File: config.mk
export PLATFORM = sky130hd
export DESIGN_NAME = wb_stage
export DESIGN_NICKNAME = d
export VERILOG_FILES = /design/src/rtl/wb_stage.sv
export SDC_FILE = /design/constraint.sdc
export NUM_CORES = 1
export LEC_CHECK = 0
export ABC_AREA = 1
export BUFFER_PORTS_ARGS = -buffer_cell sky130_fd_sc_hd__buf_4
export CAP_MARGIN = 20
export CORE_ASPECT_RATIO = 0.6
export CORE_MARGIN = 5
export CORE_UTILIZATION = 35
export DETAILED_ROUTE_END_ITERATION = 8
export PLACE_DENSITY = 0.58
export REMOVE_ABC_BUFFERS = 1
export SYNTH_ARGS = -nofsm -noshare
export SYNTH_HDL_FRONTEND = slang
export SYNTH_SLANG_ARGS = --single-unit
File: constraint.sdc
create_clock -name clk -period 5.9 [get_ports clk]
set_input_delay 0.885 -clock clk [delete_from_list [all_inputs] [get_ports clk]]
set_output_delay 0.885 -clock clk [all_outputs]
set_load 0.005 [all_outputs]
File: src/rtl/wb_stage.sv
// rtl/wb_stage.sv - writeback source select, load extension and MDU result merge into the RF write port
module wb_stage #(
   parameter int MDU_DEPTH = 2
) (
   input  logic        clk,
   input  logic        rst,
   input  logic        wb_valid,
   input  logic [4:0]  wb_rd,
   input  logic [1:0]  wb_sel,
   input  logic [31:0] wb_alu,
   input  logic [31:0] wb_pc4,
   input  logic [31:0] wb_imm,
   input  logic [2:0]  wb_funct3,
   input  logic [1:0]  wb_addr_lo,
   input  logic [31:0] wb_mem_rdata,
   input  logic        mdu_valid,
   input  logic [4:0]  mdu_rd,
   input  logic [31:0] mdu_data,
   output logic        mdu_ready,
   output logic        rf_we,
   output logic [4:0]  rf_waddr,
   output logic [31:0] rf_wdata,
   output logic        mdu_pending
);

   localparam int PW = $clog2(MDU_DEPTH);

   logic [PW:0]   r_cnt;
   logic [PW-1:0] r_wptr;
   logic [PW-1:0] r_rptr;
   logic [4:0]    r_q_rd   [MDU_DEPTH];
   logic [31:0]   r_q_data [MDU_DEPTH];

   logic        w_pipe_hit;
   logic        w_push;
   logic        w_pop;
   logic [7:0]  w_byte;
   logic [15:0] w_half;
   logic [31:0] w_load;
   logic [31:0] w_pipe_wdata;
   logic        w_nxt_we;
   logic [4:0]  w_nxt_waddr;
   logic [31:0] w_nxt_wdata;

   assign w_pipe_hit  = wb_valid && (wb_rd != 5'd0);
   assign mdu_ready   = (r_cnt != (PW+1)'(MDU_DEPTH));
   // Push is masked during reset so the hazard unit never sees a phantom pending result.
   assign w_push      = mdu_valid && mdu_ready && !rst;
   assign w_pop       = !w_pipe_hit && (r_cnt != '0);
   assign mdu_pending = (r_cnt != '0) || w_push;

   always_comb begin
      w_byte = wb_mem_rdata[7:0];
      case (wb_addr_lo)
         2'd0: w_byte = wb_mem_rdata[7:0];
         2'd1: w_byte = wb_mem_rdata[15:8];
         2'd2: w_byte = wb_mem_rdata[23:16];
         2'd3: w_byte = wb_mem_rdata[31:24];
         default: w_byte = wb_mem_rdata[7:0];
      endcase
      w_half = wb_addr_lo[1] ? wb_mem_rdata[31:16] : wb_mem_rdata[15:0];
      case (wb_funct3)
         3'b000:  w_load = {{24{w_byte[7]}}, w_byte};
         3'b100:  w_load = {24'd0, w_byte};
         3'b001:  w_load = {{16{w_half[15]}}, w_half};
         3'b101:  w_load = {16'd0, w_half};
         default: w_load = wb_mem_rdata;
      endcase
   end

   always_comb begin
      w_pipe_wdata = wb_alu;
      case (wb_sel)
         2'b00:   w_pipe_wdata = wb_alu;
         2'b01:   w_pipe_wdata = w_load;
         2'b10:   w_pipe_wdata = wb_pc4;
         2'b11:   w_pipe_wdata = wb_imm;
         default: w_pipe_wdata = wb_alu;
      endcase
   end

   // An MDU result aimed at x0 still drains its slot, it just never raises the write enable.
   always_comb begin
      w_nxt_we    = 1'b0;
      w_nxt_waddr = 5'd0;
      w_nxt_wdata = 32'd0;
      if (w_pipe_hit) begin
         w_nxt_we    = 1'b1;
         w_nxt_waddr = wb_rd;
         w_nxt_wdata = w_pipe_wdata;
      end else if (w_pop) begin
         w_nxt_we    = (r_q_rd[r_rptr] != 5'd0);
         w_nxt_waddr = r_q_rd[r_rptr];
         w_nxt_wdata = r_q_data[r_rptr];
      end
   end

   always_ff @(posedge clk or posedge rst) begin
      if (rst) begin
         rf_we    <= 1'b0;
         rf_waddr <= 5'd0;
         rf_wdata <= 32'd0;
      end else begin
         rf_we    <= w_nxt_we;
         rf_waddr <= w_nxt_waddr;
         rf_wdata <= w_nxt_wdata;
      end
   end

   always_ff @(posedge clk or posedge rst) begin
      if (rst) begin
         r_cnt  <= '0;
         r_wptr <= '0;
         r_rptr <= '0;
      end else begin
         if (w_push)
            r_wptr <= r_wptr + PW'(1);
         if (w_pop)
            r_rptr <= r_rptr + PW'(1);
         case ({w_push, w_pop})
            2'b10:   r_cnt <= r_cnt + (PW+1)'(1);
            2'b01:   r_cnt <= r_cnt - (PW+1)'(1);
            default: r_cnt <= r_cnt;
         endcase
      end
   end

   always_ff @(posedge clk) begin
      if (w_push) begin
         r_q_rd[r_wptr]   <= mdu_rd;
         r_q_data[r_wptr] <= mdu_data;
      end
   end

endmodule

=== Word level (Yosys, flattened, before mapping) ===
Memory sizes are Yosys's and may differ from the RTL's.
Index checks and enable logic that the tools add are counted.

* Input port bits: 181
* Memories kept: 2
* Output and inout port bits: 40
* Memory bits (read-only): 0
* Bits in registers: 42
* Latch bits: 0
* Word-level logic and storage cells: 51
* RAM bits: 74

* Div/mod/pow operators: 0
* $add $sub $neg: 4
* Reduce and logical (&&, ||, !) cells: 14
* $lt $le $gt $ge: 0
* Shifts and indexed selects: 0
* Bitwise operators: 0
* Mux-type cells: 13
* Equal/unequal tests: 12
* $mul: 0

{| class="wikitable"
|+ Memories
! memory !! depth !! width !! read ports !! clocked after memory_dff !! write ports !! line !! source
|-
| r_q_data || 2 || 32 || 1 || 0 || 1 || 32 || <nowiki>logic [31:0] r_q_data [MDU_DEPTH];</nowiki>
|-
| r_q_rd || 2 || 5 || 1 || 0 || 1 || 31 || <nowiki>logic [4:0] r_q_rd [MDU_DEPTH];</nowiki>
|}

{| class="wikitable"
|+ Operator list
! operator !! number
|-
| 32-bit one-hot mux with 4 select lines || 2
|-
| 32-bit two-way mux || 2
|-
| 8-bit one-hot mux with 4 select lines || 1
|-
| 16-bit two-way mux || 1
|-
| 2-bit equality test, second input constant || 5
|-
| 5-bit two-way mux || 2
|-
| 5-bit nonzero test || 2
|-
| 2-bit by 1-bit equality test with 1-bit output, second input constant || 3
|-
| 3-bit equality test, second input constant || 2
|-
| 1-bit logical AND || 4
|-
| 2-bit zero test || 2
|-
| 1-bit two-way mux || 4
|-
| 2-bit one-hot mux with 2 select lines || 1
|-
| 2-bit nonzero test || 2
|-
| 3-bit by 1-bit equality test with 1-bit output, second input constant || 1
|-
| 3-bit zero test || 1
|-
| 1-bit adder, second input constant || 2
|-
| 2-bit by 1-bit adder with 2-bit output, second input constant || 1
|-
| 1-bit zero test || 2
|-
| 2-bit inequality test, second input constant || 1
|-
| 2-bit by 1-bit subtractor with 2-bit output, second input constant || 1
|-
| 1-bit logical OR || 1
|}

=== Longest topological paths before layout ===
Gate-level depths: netlist (run 1).

* Word-level depth: 6
* Gate-level depth with buffers: 11
* Depth with buffers taken out: 10

=== Worst setup path before layout (run 1) ===
No wires, ideal clock.

* Path type: input-to-reg
* From: input port rst
* To: memory r_q_data[0][0], enable pin
* Cell stages on the path: 3
* Required time: 5.469 ns
* Arrival: 3.773 ns
* Library setup time: 0.431 ns
* Slack: 1.696 ns
* Buffers on the path: 0
* Cells stage by stage: inv_1 > nand3_1 > nor2_1

* Word-level cells in the longest chain between the ends: 4

{| class="wikitable"
|+ Ends and longest elaborated chain
! element !! line !! source
|-
| from (decl) || 6 || <nowiki>input logic rst,</nowiki>
|-
| 1-bit zero test (no line) || - ||
|-
| 1-bit logical AND || 48 || <nowiki>assign w_push = mdu_valid && mdu_ready && !rst;</nowiki>
|-
| 1-bit two-way mux || 129 || <nowiki>if (w_push) begin</nowiki>
|-
| 1-bit two-way mux (not written as such) || 131 || <nowiki>r_q_data[r_wptr] <= mdu_data;</nowiki>
|-
| to (decl) || 32 ||
|}

Every way passes these cells.

=== Worst setup path after layout (run 1) ===
* From: input port rst
* To: output port mdu_pending

* Word-level cells in the longest chain between the ends: 3

{| class="wikitable"
|+ Ends and longest elaborated chain
! element !! line !! source
|-
| 1-bit zero test (no line) || - ||
|-
| 1-bit logical AND || 48 ||
|-
| 1-bit logical OR || 50 || <nowiki>assign mdu_pending = (r_cnt != '0) || w_push;</nowiki>
|-
| to (decl) || 23 || <nowiki>output logic mdu_pending</nowiki>
|}

Every way passes these cells.

==> impl_results.md, run 1 <==
- Clk Tree Root Cell: clkbuf_16
- Final hold violation count: 0
- WP data required: ~5000 ps
- Diodes inserted: 0
- RePlAce Congestion: between 0.8 and 0.9
- Mean area per synthesized cell: approximately 8 µm²
- Crit Path Class: in -> out
- Slew @ Worst Pin: between 800 and 900 ps
- I/O pin count: around 220
- EDFF count, synth: 74
- R2R Path Start: r_rptr
- Number of synthesized register bits: 116
- Total GRT Usage: 0.206
- Initial antenna violation count: 3
- Synth Warn #: 0
- Mapped cell area: around 6000 µm²
- Async S/R FF share, synth: 0.362
- Post-synth cell types: 31
- CTS Hold Bufs: 0
- Final setup margin: 2760 ps
- RSZ-0062 raised after global routing: false
- Port Buf Inserts: between 200 and 250
- Pre-CTS setup slack: 2650 ps
- Vias in the first global route: 5,366
- CTS Buf Count: 17
- Clock period minus worst slack: ~3100 ps
- Crit path cell chain: buf_4, inv_2, buf_4, nand3_1, nand2_1, buf_4
- Main synth FF type: edfxtp_1
- Die Y-Extent: between 100 and 150 µm
- Worst vdd ir: approximately 0.17 mV
- WP data arrival: between 2000 and 2500 ps
- CTS clk-pin slew, worst paths: 60 ps
- Clock Skew: 12.9 ps
- Hold wc startpoint: r_cnt[1]
- TritonCTS clock tree: yes
- Worst setup EP type: primary output
- First-pass iteration count of the detailed router: 5
- Register area: about 3300 µm²
- Slowest CP cell: buf_4
- Setup bufs post-CTS: 0
- Worst hold-check path type: reg -> reg
- Initial Util: 0.354
- Startpoint types: primary input
- Status: complete, no violations
- Multi-input gate area: approximately 2500 µm²
- Pwr/cell area: ~350 nW/µm²
- Largest net degree at the start of global routing: between 60 and 70
- Drt total wl: about 21 mm
- DIE AREA: around 20,000 µm²
- Total of max-cap violations: 0
- Remaining DRCs: 0
- Critical Path Start: rst
- Row count: 37
- HPWL Detailed: about 15 mm
- Layout cells sized above 1: 0.279
- Post_cts resized: 0
- Die Wd: 179 µm
- Via Count: around 5,700
- Synth top area cells: edfxtp_1 37%, nand2_1 23%, dfrtp_1 17%
- FILL cells: around 1,700
- Core region area: about 17,000 µm²
- Sequential fraction of the synthesis area: 0.544
- Vias per std cell: between 4 and 5
- Synth Instances: around 760
- Fmax: ~320 MHz
- CP max stage delay: 490 ps
- Max Root-Sink Buffers: 2
- Crit path max-delay family: buffers and inverters
- Synth-to-layout area growth: 41.4%
- ANT nets after route: 0
- Relative slew slack: 0.438
- Layout Nets: ~1,100
- Worst-path fanout max: 43
- Routed length per instance: 17.4 µm
- Worst path most repeated cell: buf_4
- Yosys top cell area share: 0.369
- Initial drt markers: 353
- Final setup vio count: 0
- TritonCTS Sinks: 116
- Worst-Skew Late Latency: ~400 ps
- Final setup TNS: 0 ps
- Slew Limit Fails: 0
- Period utilization: 0.532
- Buf/Inv on CP: 4
- Final Util: 0.501
- GRT overflow: 0
- H-Tree Level Count: 4
- P_leak: about 4.1 nW
- Wire length of the first global-routing pass: between 30 and 40 mm
- Post-synth top area cell: edfxtp_1
-- cell type report --
type | instances | area share
inverters | 36 | 0.0162
clock inverters | 14 | 0.0179
repair buffers | 226 | 0.207
multi-input cells | 567 | 0.289
well taps | 234 | 0.0344
clock buffers | 18 | 0.0504
flip-flops and latches | 116 | 0.385
-- synth_stat cells (all sizes together), types with 6 or more instances --
cell    count
o21ai      41
buf        25
nor2       64
o211ai      6
nand3b      6
a221oi      9
edfxtp     74
dfrtp      42
a21oi      18
nand3      13
clkbuf     13
nor3       33
inv        34
nand2     369
-- layer usage --
metal / part of all wire / vias to the layer above / track usage
met5: 0.0022 / - / 0
li1: - / 2872 / -
met1: 0.48 / 2569 / 0.304
met2: 0.41 / 212 / 0.293
met4: 0.0062 / 6 / 0.0380
met3: 0.097 / 16 / 0.0736
-- path summary, 6_finish.rpt --
check	end	depth (start not counted)	slack, ps
worst max register to register	rf_we	7	3360
worst min-delay path	r_cnt[1]	1	490
min in group asynchronous	rf_wdata[18]	3	640
worst max-delay path	mdu_pending	6	2760
worst min register to register	r_cnt[1]	1	490
max in group asynchronous	r_rptr	3	4800
-- worst register-to-register path: stages (launching register included) --
cell	delay (ps)
dfrtp_2	890
clkinv_1	750
nand2_1	230
nand2_1	110
nor2_1	110
nand4_1	100
o21ai_0	160
nand2_1	70
-- registers in the layout, indices dropped and copies added (netlist names) --
| name | count |
|---|---|
| r_wptr | 1 |
| r_q_rd | 10 |
| r_cnt | 2 |
| rf_wdata | 32 |
| r_q_data | 64 |
| rf_waddr | 5 |
| r_rptr | 1 |
| rf_we | 1 |
-- through the flow --
step                cells  power [mW]  hold slack [ps]  cell area, µm²
floorplan             719        1.49              468            5850
global placement     1175        1.91              490            7840
detailed placement   1178        1.95              492            7900
CTS                  1210        2.97              499            8480
global route         1211        3.13              527            8510
finish               1211        2.96              490            8510
-- report_power, final --
part,total (mW),switching (mW),internal (mW)
logic,0.807,0.444,0.362
clock network,1.02,0.395,0.627
registers,1.13,0.101,1.03
total,2.96,0.940,2.02
-- logic make-up (layout without fill, tap and decap cells) --
| kind of cell | after synthesis | in the layout | share of synthesized area |
|---|---|---|---|
| and+or+nand+nor | 486 | 486 | 0.325 |
| DFF | 116 | 116 | 0.544 |
| AOI/OAI and AO/OA | 75 | 75 | 0.0707 |
| buffers and inverters | 74 | 294 | 0.0515 |
| xor gates and xnor gates | 4 | 4 | 0.00582 |
| adders and majority gates | 1 | 1 | 0.00208 |
| muxes | 1 | 1 | 0.00166 |
-- placed cells by master, fill, tap and decap left out, types with 4 or more instances in the layout --
cell type  synthesis  layout
nor3_1            33      33
inv_2              3       4
a21oi_1           18      17
o211ai_1           6       6
clkbuf_16          0      17
clkinv_4           0       4
edfxtp_1          74      74
buf_4              1     222
nor2_4             2       4
inv_6              0       4
o21ai_0           40      40
a221oi_1           9       9
nand3b_1           6       6
nor2_1            60      58
nand3_1           12      12
dfrtp_1           42      41
inv_1             30      29
nand2_1          367     367
Power figures use the tool's default switching activity.
==> inputs of run 2 (changes only) <==
==> constraint.sdc (replaced) <==
create_clock -name clk -period 2.9 [get_ports clk]
set_input_delay 0.435 -clock clk [delete_from_list [all_inputs] [get_ports clk]]
set_output_delay 0.435 -clock clk [all_outputs]
set_load 0.005 [all_outputs]
==> impl_results.md, run 2 (synthesis gave the netlist of run 1 again) <==
- WP data required: 2470 ps
- CP max stage delay: between 400 and 500 ps
- Drt total wl: ~21 mm
- CTS Buf Count: 17
- Clk Tree Root Cell: clkbuf_16
- RSZ-0062 raised after global routing: false
- Area post-placement: 7920 µm²
- Commonest non-fill, non-tap cell in the layout: nand2_1
- CTS Hold Bufs: 0
- Remaining DRCs: 0
- Buf/Inv on CP: 2
- Layout cells sized above 1: 0.285
- Startpoint types: register
- CTS clk-pin slew, worst paths: around 60 ps
- I/O pin count: approximately 220
- Total of max-cap violations: 0
- P_leak: ~4.2 nW
- Tot Pwr: 6.10 mW
- Post-route insts no fill: approximately 1,200
- Slowest CP cell: dfrtp_1
- Initial Util: 0.354
- Final setup TNS: 0 ps
- Via Count: 5,753
- RePlAce Congestion: approximately 0.85
- Routed length per instance: between 15 and 20 µm
- ANT nets after route: 0
- Worst hold slack: between 200 and 250 ps
- Slew @ Worst Pin: 640 ps
- Synth-to-layout area growth: 41.9%
- Die Wd: 179 µm
- Largest Register: r_q_data
- Inst Count DP: approximately 1,200
- Total GRT Usage: 0.211
- Initial drt markers: 422
- Worst-Skew Late Latency: between 400 and 500 ps
- WP data arrival: around 1600 ps
- Crit Path Class: reg -> out
- Relative slew slack: 0.573
- Clock period minus worst slack: roughly 2000 ps
- Most frequent cells in the layout: 367 x nand2_1, 233 x buf_4, 74 x edfxtp_1
- Max Root-Sink Buffers: 2
- Die Y-Extent: approximately 110 µm
- Worst setup EP type: primary output
- Vias per std cell: roughly 4.7
- HPWL Detailed: roughly 16 mm
- Slew Limit Fails: 0
- DIE AREA: between 20,000 and 25,000 µm²
- GRT overflow: 0
- Fmax: ~500 MHz
- Final setup vio count: 0
- Layout Nets: between 1,000 and 1,500
- Final setup margin: 900 ps
- Diodes inserted: 0
- Setup bufs post-CTS: 0
- Worst hold-check path type: in -> reg
- Initial antenna violation count: 1
- Vias in the first global route: roughly 5,700
- Post_cts resized: 0
- Port Buf Inserts: 220
- Final Util: 0.503
- First-pass iteration count of the detailed router: 5
- TritonCTS Sinks: approximately 120
- Crit path cell chain: inv_1, nand2_1, nand3_1, nand2_1, buf_4
- Status: complete, no violations
- Row count: 37
- Largest net degree at the start of global routing: 43
- Pre-CTS setup slack: between 900 and 1000 ps
- TritonCTS clock tree: yes
- Worst path most repeated cell: nand2_1
- Clock Skew: around 10 ps
- Core region area: between 15,000 and 20,000 µm²
- Crit path max-delay family: simple AND/OR/NAND/NOR gates
- Pwr/cell area: 714 nW/µm²
- Max reg flops: between 60 and 70
- Final hold violation count: 0
- H-Tree Level Count: 4
- Finished Cell Area: ~8500 µm²
- Worst vdd ir: roughly 0.35 mV
- Biggest regs: r_q_data x64, rf_wdata x32, r_q_rd x10
- Worst-path fanout max: 5
- Wire length of the first global-routing pass: about 32 mm
- Period utilization: 0.690
-- run 2: final cells by class --
cell class | count | area [µm²]
fillers | 1696 | 8450
inverters | 36 | 138
repair buffers | 233 | 1750
flip-flops and latches | 116 | 3270
multi-input cells | 567 | 2460
clock inverters | 13 | 171
well taps | 234 | 293
clock buffers | 19 | 454
-- run 2: worst paths after layout --
| check | startpoint | end | slack [ps] | cells after the start |
|---|---|---|---|---|
| max | r_cnt[0] | mdu_pending | 900 | 5 |
| min | mdu_rd[4] | r_q_rd[0][4] | 200 | 1 |
| max reg2reg | r_rptr | rf_we | 1130 | 6 |
| min reg2reg | r_cnt[1] | r_cnt[1] | 500 | 1 |
| max in group asynchronous | rst | r_rptr | 2130 | 3 |
| min in group asynchronous | rst | rf_wdata[17] | 300 | 3 |
-- run 2: layer usage --
layer,share of wire,vias to the layer above,GRT usage
li1,-,2886,-
met1,0.47,2598,0.313
met2,0.41,242,0.301
met3,0.11,25,0.0702
met4,0.012,2,0.0451
met5,0.00033,-,0
-- run 2: where the power goes --
group	internal (mW)	switching (mW)
Combinational	0.693	0.989
Clock	1.41	0.801
Sequential	2.10	0.109
-- run 2: worst register-to-register path, cell delays in order (launching register included) --
cell and delay [ps]:
dfrtp_2 360, clkinv_1 450, buf_4 450, nand2_1 100
nand2_1 60, o21ai_0 160, nand2_1 70
